==> src/rtl/load_align_unit.sv <==
// load_align_unit: sequential load extractor with aligned DM reads.
// Optional LOAD_SPLIT_EN enables two-read merging of word-crossing loads.
module load_align_unit #(
    parameter int DATA_W = 32,
    parameter int ADDR_W = 32
) (
    input  logic              clk,
    input  logic              rst_n,
    input  logic              req_valid,
    output logic              req_ready,
    input  logic [ADDR_W-1:0] req_addr,
    input  logic [1:0]        req_size,
    input  logic              req_unsigned,
    output logic              mem_rd_en,
    output logic [ADDR_W-1:0] mem_addr,
    input  logic [DATA_W-1:0] mem_rdata,
    output logic              resp_valid,
    input  logic              resp_ready,
    output logic [DATA_W-1:0] resp_data,
    output logic              resp_err
);

    localparam int BYTES = DATA_W / 8;
    localparam int OFF_W = $clog2(BYTES);

    typedef enum logic [2:0] {
        IDLE,
        ISSUE0,
        CAP0,
        RESP
`ifdef LOAD_SPLIT_EN
        , CAP1
`endif
    } state_t;

    state_t state;
    state_t state_nx;

    logic [ADDR_W-1:0] addr_q;
    logic [1:0]        size_q;
    logic              uns_q;
`ifdef LOAD_SPLIT_EN
    logic [DATA_W-1:0] lo_q;
    logic              split_q;
`endif

    logic [4:0]        req_nb;
    logic [4:0]        req_end;
    logic              req_illegal;
    logic              req_split;
    logic              req_fail;
    logic              accept;
    logic              load_done;

    logic [ADDR_W-1:0]   aligned;
    logic [2*DATA_W-1:0] wide;
    logic [DATA_W-1:0]   kept;
    logic [DATA_W-1:0]   mask;
    logic [DATA_W-1:0]   topbit;
    logic [DATA_W-1:0]   result;
    logic [6:0]          nbits;
    logic                sign;

    assign accept    = req_valid && req_ready;
    assign req_ready = rst_n && (state == IDLE);
    assign resp_valid = (state == RESP);
    assign aligned   = {addr_q[ADDR_W-1:OFF_W], {OFF_W{1'b0}}};

    // Classify the incoming request: illegal size, word crossing.
    always_comb begin
        req_nb      = 5'd1 << req_size;
        req_end     = 5'(req_addr[OFF_W-1:0]) + req_nb;
        req_illegal = req_nb > 5'(BYTES);
        req_split   = req_end > 5'(BYTES);
`ifdef LOAD_SPLIT_EN
        req_fail    = req_illegal;
`else
        req_fail    = req_illegal || req_split;
`endif
    end

    // State register.
    always_ff @(posedge clk or negedge rst_n) begin
        if (!rst_n) begin
            state <= IDLE;
        end else begin
            state <= state_nx;
        end
    end

    // Next state and state-decoded memory strobes.
    always_comb begin
        state_nx  = state;
        mem_rd_en = 1'b0;
        mem_addr  = '0;
        load_done = 1'b0;
        unique case (state)
            IDLE: begin
                if (accept) begin
                    state_nx = req_fail ? RESP : ISSUE0;
                end
            end
            ISSUE0: begin
                mem_rd_en = 1'b1;
                mem_addr  = aligned;
                state_nx  = CAP0;
            end
            CAP0: begin
`ifdef LOAD_SPLIT_EN
                if (split_q) begin
                    mem_rd_en = 1'b1;
                    mem_addr  = aligned + ADDR_W'(BYTES);
                    state_nx  = CAP1;
                end else begin
                    load_done = 1'b1;
                    state_nx  = RESP;
                end
`else
                load_done = 1'b1;
                state_nx  = RESP;
`endif
            end
`ifdef LOAD_SPLIT_EN
            CAP1: begin
                load_done = 1'b1;
                state_nx  = RESP;
            end
`endif
            RESP: begin
                if (resp_ready) begin
                    state_nx = IDLE;
                end
            end
            default: begin
                state_nx = IDLE;
            end
        endcase
    end

    // Merge, shift to the addressed byte, then extend.
    always_comb begin
`ifdef LOAD_SPLIT_EN
        if (state == CAP1) begin
            wide = {mem_rdata, lo_q};
        end else begin
            wide = {{DATA_W{1'b0}}, mem_rdata};
        end
`else
        wide = {{DATA_W{1'b0}}, mem_rdata};
`endif
        kept   = DATA_W'(wide >> {addr_q[OFF_W-1:0], 3'b000});
        nbits  = 7'd8 << size_q;
        topbit = kept >> (nbits - 7'd1);
        sign   = topbit[0] && !uns_q;
        mask   = '0;
        result = kept;
        if (nbits < 7'(DATA_W)) begin
            mask   = ~({DATA_W{1'b1}} << nbits);
            result = (kept & mask) | (sign ? ~mask : '0);
        end
    end

    // Request capture and registered response.
    always_ff @(posedge clk or negedge rst_n) begin
        if (!rst_n) begin
            addr_q    <= '0;
            size_q    <= '0;
            uns_q     <= 1'b0;
            resp_data <= '0;
            resp_err  <= 1'b0;
`ifdef LOAD_SPLIT_EN
            lo_q      <= '0;
            split_q   <= 1'b0;
`endif
        end else begin
            if (accept) begin
                addr_q <= req_addr;
                size_q <= req_size;
                uns_q  <= req_unsigned;
`ifdef LOAD_SPLIT_EN
                split_q <= req_split;
`endif
                if (req_fail) begin
                    resp_data <= '0;
                    resp_err  <= 1'b1;
                end
            end
`ifdef LOAD_SPLIT_EN
            if (state == CAP0) begin
                lo_q <= mem_rdata;
            end
`endif
            if (load_done) begin
                resp_data <= result;
                resp_err  <= 1'b0;
            end
        end
    end

endmodule

==> config.mk <==
export PLATFORM = sky130hd
export DESIGN_NAME = load_align_unit
export DESIGN_NICKNAME = d
export VERILOG_FILES = /design/src/rtl/load_align_unit.sv
export SDC_FILE = /design/constraint.sdc
export NUM_CORES = 1
export LEC_CHECK = 0
export BUFFER_PORTS_ARGS = -buffer_cell sky130_fd_sc_hd__buf_2
export CAP_MARGIN = 30
export CORE_MARGIN = 2
export CORE_UTILIZATION = 44
export CTS_CLUSTER_DIAMETER = 40
export DETAILED_ROUTE_END_ITERATION = 10
export PLACE_DENSITY = 0.8
export SYNTH_ARGS = -nofsm -noshare
export SYNTH_HDL_FRONTEND = slang
export SYNTH_SLANG_ARGS = --single-unit
==> constraint.sdc <==
create_clock -name clk -period 1.9 [get_ports clk]
set_input_delay 0.475 -clock clk [delete_from_list [all_inputs] [get_ports clk]]
set_output_delay 0.475 -clock clk [all_outputs]
set_load 0.01 [all_outputs]
; Yosys cells after proc, flatten, opt, wreduce, memory -nomap -nowiden
; Cells that the tools add are included.
[word_totals]
ff_bits = 71
elab_cells = 50
in_bits = 71
[classes]
n_shift = 5
addsub = 2
n_reduce_logical = 10
order_cmp = 3
n_mux = 15
n_bitwise = 4
n_eq_ne = 5
[op_table]
columns = operator, count
row1 = 32-bit 2-to-1 mux, 6
row2 = 32-bit NOT, 2
row3 = 32-bit AND, 1
row4 = 32-bit bitwise OR, 1
row5 = "32-bit by 7-bit << shifter with 32-bit output, first input constant", 1
row6 = 32-bit by 5-bit right shift with 32-bit output, 1
row7 = 32-bit by 7-bit right shift with 1-bit output, 1
row8 = 3-bit case mux with 4 select lines, 1
row9 = "5-bit by 3-bit > comparator with 1-bit output, second input constant", 2
row10 = "7-bit by 6-bit < comparator with 1-bit output, second input constant", 1
row11 = "4-bit by 2-bit << shifter with 7-bit output, first input constant", 1
row12 = "7-bit by 1-bit subtractor with 7-bit output, second input constant", 1
row13 = "3-bit by 2-bit == test with 1-bit output, second input constant", 2
row14 = 3-bit 2-to-1 mux, 2
row15 = 2-bit by 5-bit adder with 5-bit output, 1
row16 = 1-bit 2-to-1 mux, 5
row17 = "1-bit by 2-bit << shifter with 5-bit output, first input constant", 1
row18 = 2-bit AND reduction, 2
row19 = 2-bit nonzero test, 2
row20 = "3-bit by 1-bit == test with 1-bit output, second input constant", 1
row21 = 1-bit logical AND, 3
row22 = 3-bit logical NOT, 1
row23 = 2-bit 2-to-1 mux, 1
row24 = "2-bit by 1-bit inequality test with 1-bit output, second input constant", 1
row25 = 3 further kinds, 3

; Logic depth before layout (Yosys ltp)
; Gate-level depths: netlist (run 1).
[depth]
depth_word = 8
ltp_mapped = 9
depth_no_buf = 8

; Least setup slack after synthesis (run 1)
; Ideal clock, no wire load.
[synth_timing]
path_type = input to register
startpoint = input req_size[0]
endpoint = register resp_data[23]
setup_slack_ns = -0.484
setup_ns = 0.126
arrival_time_ns = 2.258
required_ns = 1.774
stages = 9
path_buffers = 1
path_cell_list = nor2_1 -> ha_1 -> inv_1 -> fa_1 -> nor2b_1 -> o41ai_1 -> a21oi_1 -> buf_2 -> a221o_1
[synth_via]
elab_chain_cells = 6
[synth_lines]
columns = element, line_no
row1 = "start, declared", 12  ; input logic [1:0] req_size,
row2 = 1-bit by 2-bit << shifter with 5-bit output (*), 71  ; req_nb = 5'd1 << req_size;
row3 = 2-bit by 5-bit adder with 5-bit output, 72  ; req_end = 5'(req_addr[OFF_W-1:0]) + req_nb;
row4 = 5-bit by 3-bit > comparator with 1-bit output, 74  ; req_split = req_end > 5'(BYTES);
row5 = 1-bit logical OR (*), 78  ; req_fail = req_illegal || req_split;
row6 = 2-bit nonzero test (no source line) (*), n/a
row7 = 2-bit AND reduction (no source line) (*), n/a
row8 = "end signal, assigned", 194  ; resp_data <= result;
row9 = "end, declared", 19  ; output logic [DATA_W-1:0] resp_data,
; Every way passes the cells marked *; elsewhere a longest branch is shown, timed or not.
; A chain may end at the register's enable or synchronous reset.

; Worst setup path in the final report (run 1)
[layout_timing]
startpoint = input req_size[0]
endpoint = register resp_data[13]
; Same word-level chain as after synthesis.

==> metrics.yaml, run 1 <==
status:
  status: "complete, but fails checks"
  violations: "setup timing"
critical_path:
  r2r_slack_ns: -0.03
  cp_num_buf_inv: 4
  worstSetupPathType: "primary input to flip-flop"
  crit_chain: "buf_6 > nor2_4 > ha_4 > inv_2 > fa_2 > nor2b_4 > buf_6 > o21ai_4 > a21oi_4 > clkbuf_16 > a221o_1"
  arrival_ns: 2.41
  worst-path-max-fanout: 6
  critPathMostFrequentCell: "buf_6"
  critPathRequiredTime_ns: 2.17
  cp_top_family: "adder cells"
  max_stage_delay_ns: 0.51
  endpoint_kind: "flip-flop"
  setup.worst_path.start_class: "primary input"
  slowest_stage: "fa_2"
die:
  coreArea_mm2: 0.00809
  num_rows: 33
  pin_count: 139
  start_util_pct: 44.5
  die-area_mm2: 0.00893
  die_y_um: 94.5
  die_x_um: 94.5
timing:
  finalHoldViolCount: 0
  min_period_ns: 2.13
  slew_viol_final: 0
  worst_pin_slew_ns: 0.845
  finalClockSkew_ns: 0.00650
  setup_slack_ns: -0.231
  max_freq_ghz: 0.469
  rsz0062_at_grt: "yes"
  relSlewSlack_pct: 43.3
  timing.final.crit_share_pct: 112
  setup_viol: 64
route:
  dr.first_iter.drc_count: 173
  drcViolationCount: 0
  postRouteAntennaNets: 0
  vias: 3179
  wire_per_inst_um: 20.2
  via_per_inst: 5.58
  drt_pass1_iterations: 4
  routed_wl_um: 11500
logic_synthesis:
  yosysTopAreaCellShare_pct: 48.6
  synth_cells: 299
  synth-xor-area-share_pct: 0
  synth_edf_count: 0
  ys_seq_area_share_pct: 48.6
  yosysWarnings: 0
  synth_top_family_by_area: "multiplexers"
  syn_avg_cell_area_um2: 12.1
  async_reset_ff_share_pct: 100
  synthTopCellsByCount: "dfrtp_1, mux2_2, and2_1"
  synth_fa_ha_area_share_pct: 2.64
  syn-cell-area_mm2: 0.00360
  synth-simple-area-share_pct: 10.5
  ys_types: 37
  muxShareOfSynthArea_pct: 22.3
  ys.flop_type: "dfrtp_1"
  synth_top_area_cell: "dfrtp_1"
  synth_compound_area_share_pct: 12.1
  synth_seq_cells: 70
  synth.area.top_cells: "dfrtp_1, mux2_2, mux2i_1"
  synth_most_common_cell: "dfrtp_1"
global_routing:
  grt_usage_pct: 25.6
  grt_util_met1_pct: 31.7
  grt_pass1_wl_um: 17300
  grt_max_degree: 44
  met2_usage_pct: 42.7
  grt_pass1_vias: 3313
  met3_usage_pct: 7.74
  busiest_layer: "met2"
  overflow: 0
  antenna_found_initial: 0
clock_network:
  clk_path_buf_depth: 2
  cts_tree: "built"
  clkTransAtPathRegs_ns: 0.08
  cts.htree.levels: 3
  numCtsBuffers: 9
  cts.sinks: 70
  insertion_delay_ns: 0.34
  ctsRootBufferMaster: "clkbuf_8"
  ctsHoldBuffers: 0
finish:
  multi_input_area_mm2: 0.00198
  antenna_cells: 0
  areaGrowthSynthToFinish_pct: 49.1
  final_cells: 570
  nFillCells: 584
  finalNetCount: 538
  drive_gt1_share_pct: 61.9
  fin_area_mm2: 0.00538
  register_area_mm2: 0.00175
pwr:
  power_leakage_nw: 2.65
  powerDensity_mw_per_mm2: 1640
  p_total_mw: 8.81
  ir_drop_v: 0.000986
worst_hold_path:
  hp-class: "primary input to asynchronous set/reset pin"
place:
  gp_congestion: 0.842
  dp_hpwl_um: 6980
  port-buffer-count: 136
  postPlaceCellArea_mm2: 0.00455
  numPlacedInstances: 544
job:
  max-cap-violations: 0
[through the flow]
stage	util [%]	hold slack [ns]	TNS, ns	worst slack [ns]
4_1_cts	65.5	0.176	-8.61	-0.243
3_5_place_dp	56.3	0.486	-20.95	-0.673
2_1_floorplan	-	0.179	-10.77	-0.435
3_3_place_gp	56.3	0.476	-19.64	-0.640
5_1_grt	66.4	0.211	-10.29	-0.265
6_report	66.4	0.185	-7.02	-0.231
[cell type report]
| cell class | count | area share, % |
|---|---|---|
| clock buffers | 10 | 2.37 |
| inverters | 8 | 0.559 |
| flip-flops and latches | 70 | 32.6 |
| clock inverters | 6 | 2.05 |
| well taps | 105 | 2.44 |
| multi-input cells | 203 | 36.8 |
| repair buffers | 168 | 23.2 |
[state kept, by name, indices dropped and copies added, names as in the netlist]
register   count
uns_q          1
size_q         2
state          2
resp_data     32
addr_q        32
resp_err       1
[cells in the final DEF (no fill, tap or decap), drive strengths merged, types with 2 or more instances in the layout]
master	synthesis	routed
nand2b	3	3
nor2b	3	3
clkinvlp	0	2
nand2	10	10
ha	6	6
conb	1	2
o21ai	10	10
nor3	2	2
and2	31	31
a21oi	11	11
a21o	3	4
inv	8	8
clkbuf	9	11
o2bb2ai	2	2
buf	11	167
a22o	2	2
mux2	44	44
and3	2	2
a221o	23	23
bufinv	0	3
mux2i	30	30
dfrtp	70	70
nor2	5	5
nor3b	2	2
[cells by family (layout without fill, tap and decap cells)]
logic type | Yosys count | in the layout
fa+ha+maj | 7 | 7
compound gates | 56 | 57
other cells | 1 | 2
buf+inv | 28 | 192
flops | 70 | 70
mux | 74 | 74
simple gates | 63 | 63
[worst reg2reg max path: cells and delay by family, from the launching register on]
| family | cells | cell delay, ns |
|---|---|---|
| AOI/OAI and AO/OA | 2 | 0.51 |
| buffers and inverters | 1 | 0.20 |
| DFF | 1 | 0.45 |
| and+or+nand+nor | 1 | 0.71 |
[worst paths after layout]
check | endpoint | cells past startpoint | startpoint
setup / recovery | resp_data[13]$_DFFE_PN0P_ | 11 | req_size[0]
hold / removal | addr_q[9]$_DFFE_PN0P_ | 2 | rst_n
setup reg to reg | resp_data[20]$_DFFE_PN0P_ | 4 | addr_q[1]$_DFFE_PN0P_
hold reg to reg | resp_data[15]$_DFFE_PN0P_ | 1 | resp_data[15]$_DFFE_PN0P_
max in group asynchronous | resp_data[5]$_DFFE_PN0P_ | 2 | rst_n
min in group clk | addr_q[31]$_DFFE_PN0P_ | 2 | req_addr[31]
[repair_timing]
| item | CTS | global route |
|---|---|---|
| hold endpoints to repair | 0 | 0 |
| resized for setup | 82 | 24 |
| gates cloned | 4 | 2 |
| pin swaps | 6 | 16 |
| setup buffers | 6 | 1 |
| endpoints found under the setup margin | 65 | 66 |
[report_power, final]
group          switching, mW  internal, mW
logic                   2.12          2.58
clock network          0.595         0.871
registers              0.454          2.19
[per-layer routing]
layer | vias to the layer above | wire length (µm)
li1 | 1409 | -
met1 | 1562 | 4520
met2 | 189 | 5740
met3 | 19 | 1080
met4 | 0 | 187
met5 | - | 0
No activity file was read; power rests on OpenSTA's default activity.
==> run 2, diff against run 1 <==
--- a/config.mk
+++ b/config.mk
@@ -7,6 +7,7 @@
 export LEC_CHECK = 0
 export BUFFER_PORTS_ARGS = -buffer_cell sky130_fd_sc_hd__buf_2
 export CAP_MARGIN = 30
+export CORE_ASPECT_RATIO = 0.7
 export CORE_MARGIN = 2
 export CORE_UTILIZATION = 44
 export CTS_CLUSTER_DIAMETER = 40
==> run 2 against run 1 <==
Net effect:
- the flow still finishes with violations (setup timing)
- sequential cell count unchanged
- largest cell class unchanged
- critical path depth unchanged
- worst setup slack improved by 0.022 ns
- via count decreased by 1.9%
==> metrics.yaml, run 2 (synthesis results as in run 1) <==
status:
  status: "complete, but fails checks"
  violations: "setup timing"
place:
  dp_hpwl_um: 6800
  gp_congestion: 0.821
  numPlacedInstances: 532
  postPlaceCellArea_mm2: 0.00449
  port-buffer-count: 136
route:
  wl_met1_um: 4510
  vias: 3119
  met2WireLength_um: 5120
  highest_layer: "met4"
  routed_wl_um: 10700
  dr.first_iter.drc_count: 173
  drt_pass1_iterations: 4
  drcViolationCount: 0
  met3_length_um: 938
  via_per_inst: 5.58
  wire_per_inst_um: 19.2
  postRouteAntennaNets: 0
finish:
  finalNetCount: 531
  final_common_cell: "buf_2"
  final_cell_mix: "buf_2, dfrtp_1, mux2_2"
  utilization_pct: 67.9
  drive_gt1_share_pct: 60.7
  fin_area_mm2: 0.00537
  final_cells: 559
  antenna_cells: 0
  areaGrowthSynthToFinish_pct: 48.9
  nFillCells: 586
  largestRegisters: "addr_q (32), resp_data (32)"
pwr:
  comb_power_share_pct: 50.0
  seqPwrFrac_pct: 29.6
  power_leakage_nw: 2.65
  powerDensity_mw_per_mm2: 1670
  swShare_pct: 35.5
  pwr-share-clk_pct: 20.4
  ir_drop_v: 0.00114
  power.switching_mw: 3.17
  p_int_mw: 5.77
critical_path:
  critPathRequiredTime_ns: 2.11
  worst-path-max-fanout: 24
  endpoint_kind: "flip-flop"
  crit_start: "req_size[0]"
  worstSetupPathType: "primary input to flip-flop"
  setup.worst_path.start_class: "primary input"
  reg2reg_from: "state[0]$_DFFE_PN0P_"
  arrival_ns: 2.32
die:
  pin_count: 139
  coreArea_mm2: 0.00791
  die_y_um: 79.7
  start_util_pct: 45.6
  die-area_mm2: 0.00894
  die_x_um: 112
  num_rows: 27
clock_network:
  cts_tree: "built"
  ctsRootBufferMaster: "clkbuf_16"
  clkTransAtPathRegs_ns: 0.06
  cts.sinks: 70
  clk_path_buf_depth: 2
  numCtsBuffers: 9
  cts.htree.levels: 3
  insertion_delay_ns: 0.34
timing:
  setup_viol: 64
  finalHoldViolCount: 0
  setup_tns_ns: -5.90
  finalClockSkew_ns: 0.00897
  timing.final.crit_share_pct: 111
  rsz0062_at_grt: "yes"
  slew_viol_final: 0
  relSlewSlack_pct: 41.4
  worst_pin_slew_ns: 0.879
  holdWs_ns: 0.101
  max_freq_ghz: 0.474
  min_period_ns: 2.11
  setup_slack_ns: -0.209
global_routing:
  grt_usage_pct: 22.8
  grt_pass1_vias: 3138
  grt_max_degree: 67
  antenna_found_initial: 0
  overflow: 0
  grt_pass1_wl_um: 15900
job:
  max-cap-violations: 0
worst_hold_path:
  hp-class: "primary input to asynchronous set/reset pin"
-- run 2: cell count changes in the layout (fill, tap and decap cells not counted), moves of 3 or more --
cell       before  now
clkbuf_16       1   11
and2_4         31   28
clkbuf_8        9    0
buf_4          21   14
and2_1          0    3
buf_2         103  106
buf_6          36   31
-- run 2: critical path: stages --
cell and delay (ns):
buf_8 0.10, nor2_4 0.11, ha_4 0.14, inv_2 0.03
fa_2 0.41, nor2b_4 0.15, buf_6 0.12, o21ai_4 0.14
a21oi_2 0.10, buf_12 0.17, a221o_1 0.36
-- run 2: final cells by class --
cell class	count	area, µm²	share of cell area, %
repair buffers	161	1180	22.1
clock buffers	9	225	4.20
well taps	101	126	2.35
clock inverters	7	96.3	1.80
flip-flops and latches	70	1750	32.6
multi-input cells	203	1950	36.4
inverters	8	30.0	0.560
-- run 2: power groups by stage --
stage,combinational (mW),sequential [mW],clock (mW)
2_1_floorplan,2.32,2.64,0
3_5_place_dp,3.62,2.62,0
6_report,4.47,2.65,1.82
5_1_grt,4.80,2.72,1.93
3_3_place_gp,3.50,2.58,0
4_1_cts,3.80,2.61,1.85
-- run 2: final timing paths --
path	end	slack, ns	cells after the start
min reg2reg	addr_q[22]$_DFFE_PN0P_	0.51	1
max in group asynchronous	addr_q[0]$_DFFE_PN0P_	0.89	2
min	uns_q$_DFFE_PN0P_	0.10	2
max reg2reg	resp_data[9]$_DFFE_PN0P_	-0.10	7
min in group clk	uns_q$_DFFE_PN0P_	0.37	2
max	resp_data[9]$_DFFE_PN0P_	-0.21	11
-- run 2: repair_timing --
action / in CTS / in global routing
resized for setup: 27 / 67
setup buffers: 5 / 3
endpoints found under the setup margin: 65 / 58
pin swaps: 3 / 3
gates cloned: 1 / 2
endpoints found under the hold margin: 0 / 0
hold buffers: 0 / 0
-- run 2: through the flow --
step	power, mW	worst slack (ns)
4_1_cts	8.26	-0.218
5_1_grt	9.44	-0.233
3_3_place_gp	6.08	-0.637
6_report	8.94	-0.209
2_1_floorplan	4.96	-0.435
3_5_place_dp	6.24	-0.721
-- run 2: metal layers --
| layer | global-route usage (%) | vias to the layer above |
|---|---|---|
| li1 | - | 1402 |
| met1 | 29.2 | 1545 |
| met2 | 36.4 | 149 |
| met3 | 7.97 | 23 |
| met4 | 7.93 | 0 |
| met5 | 0 | - |
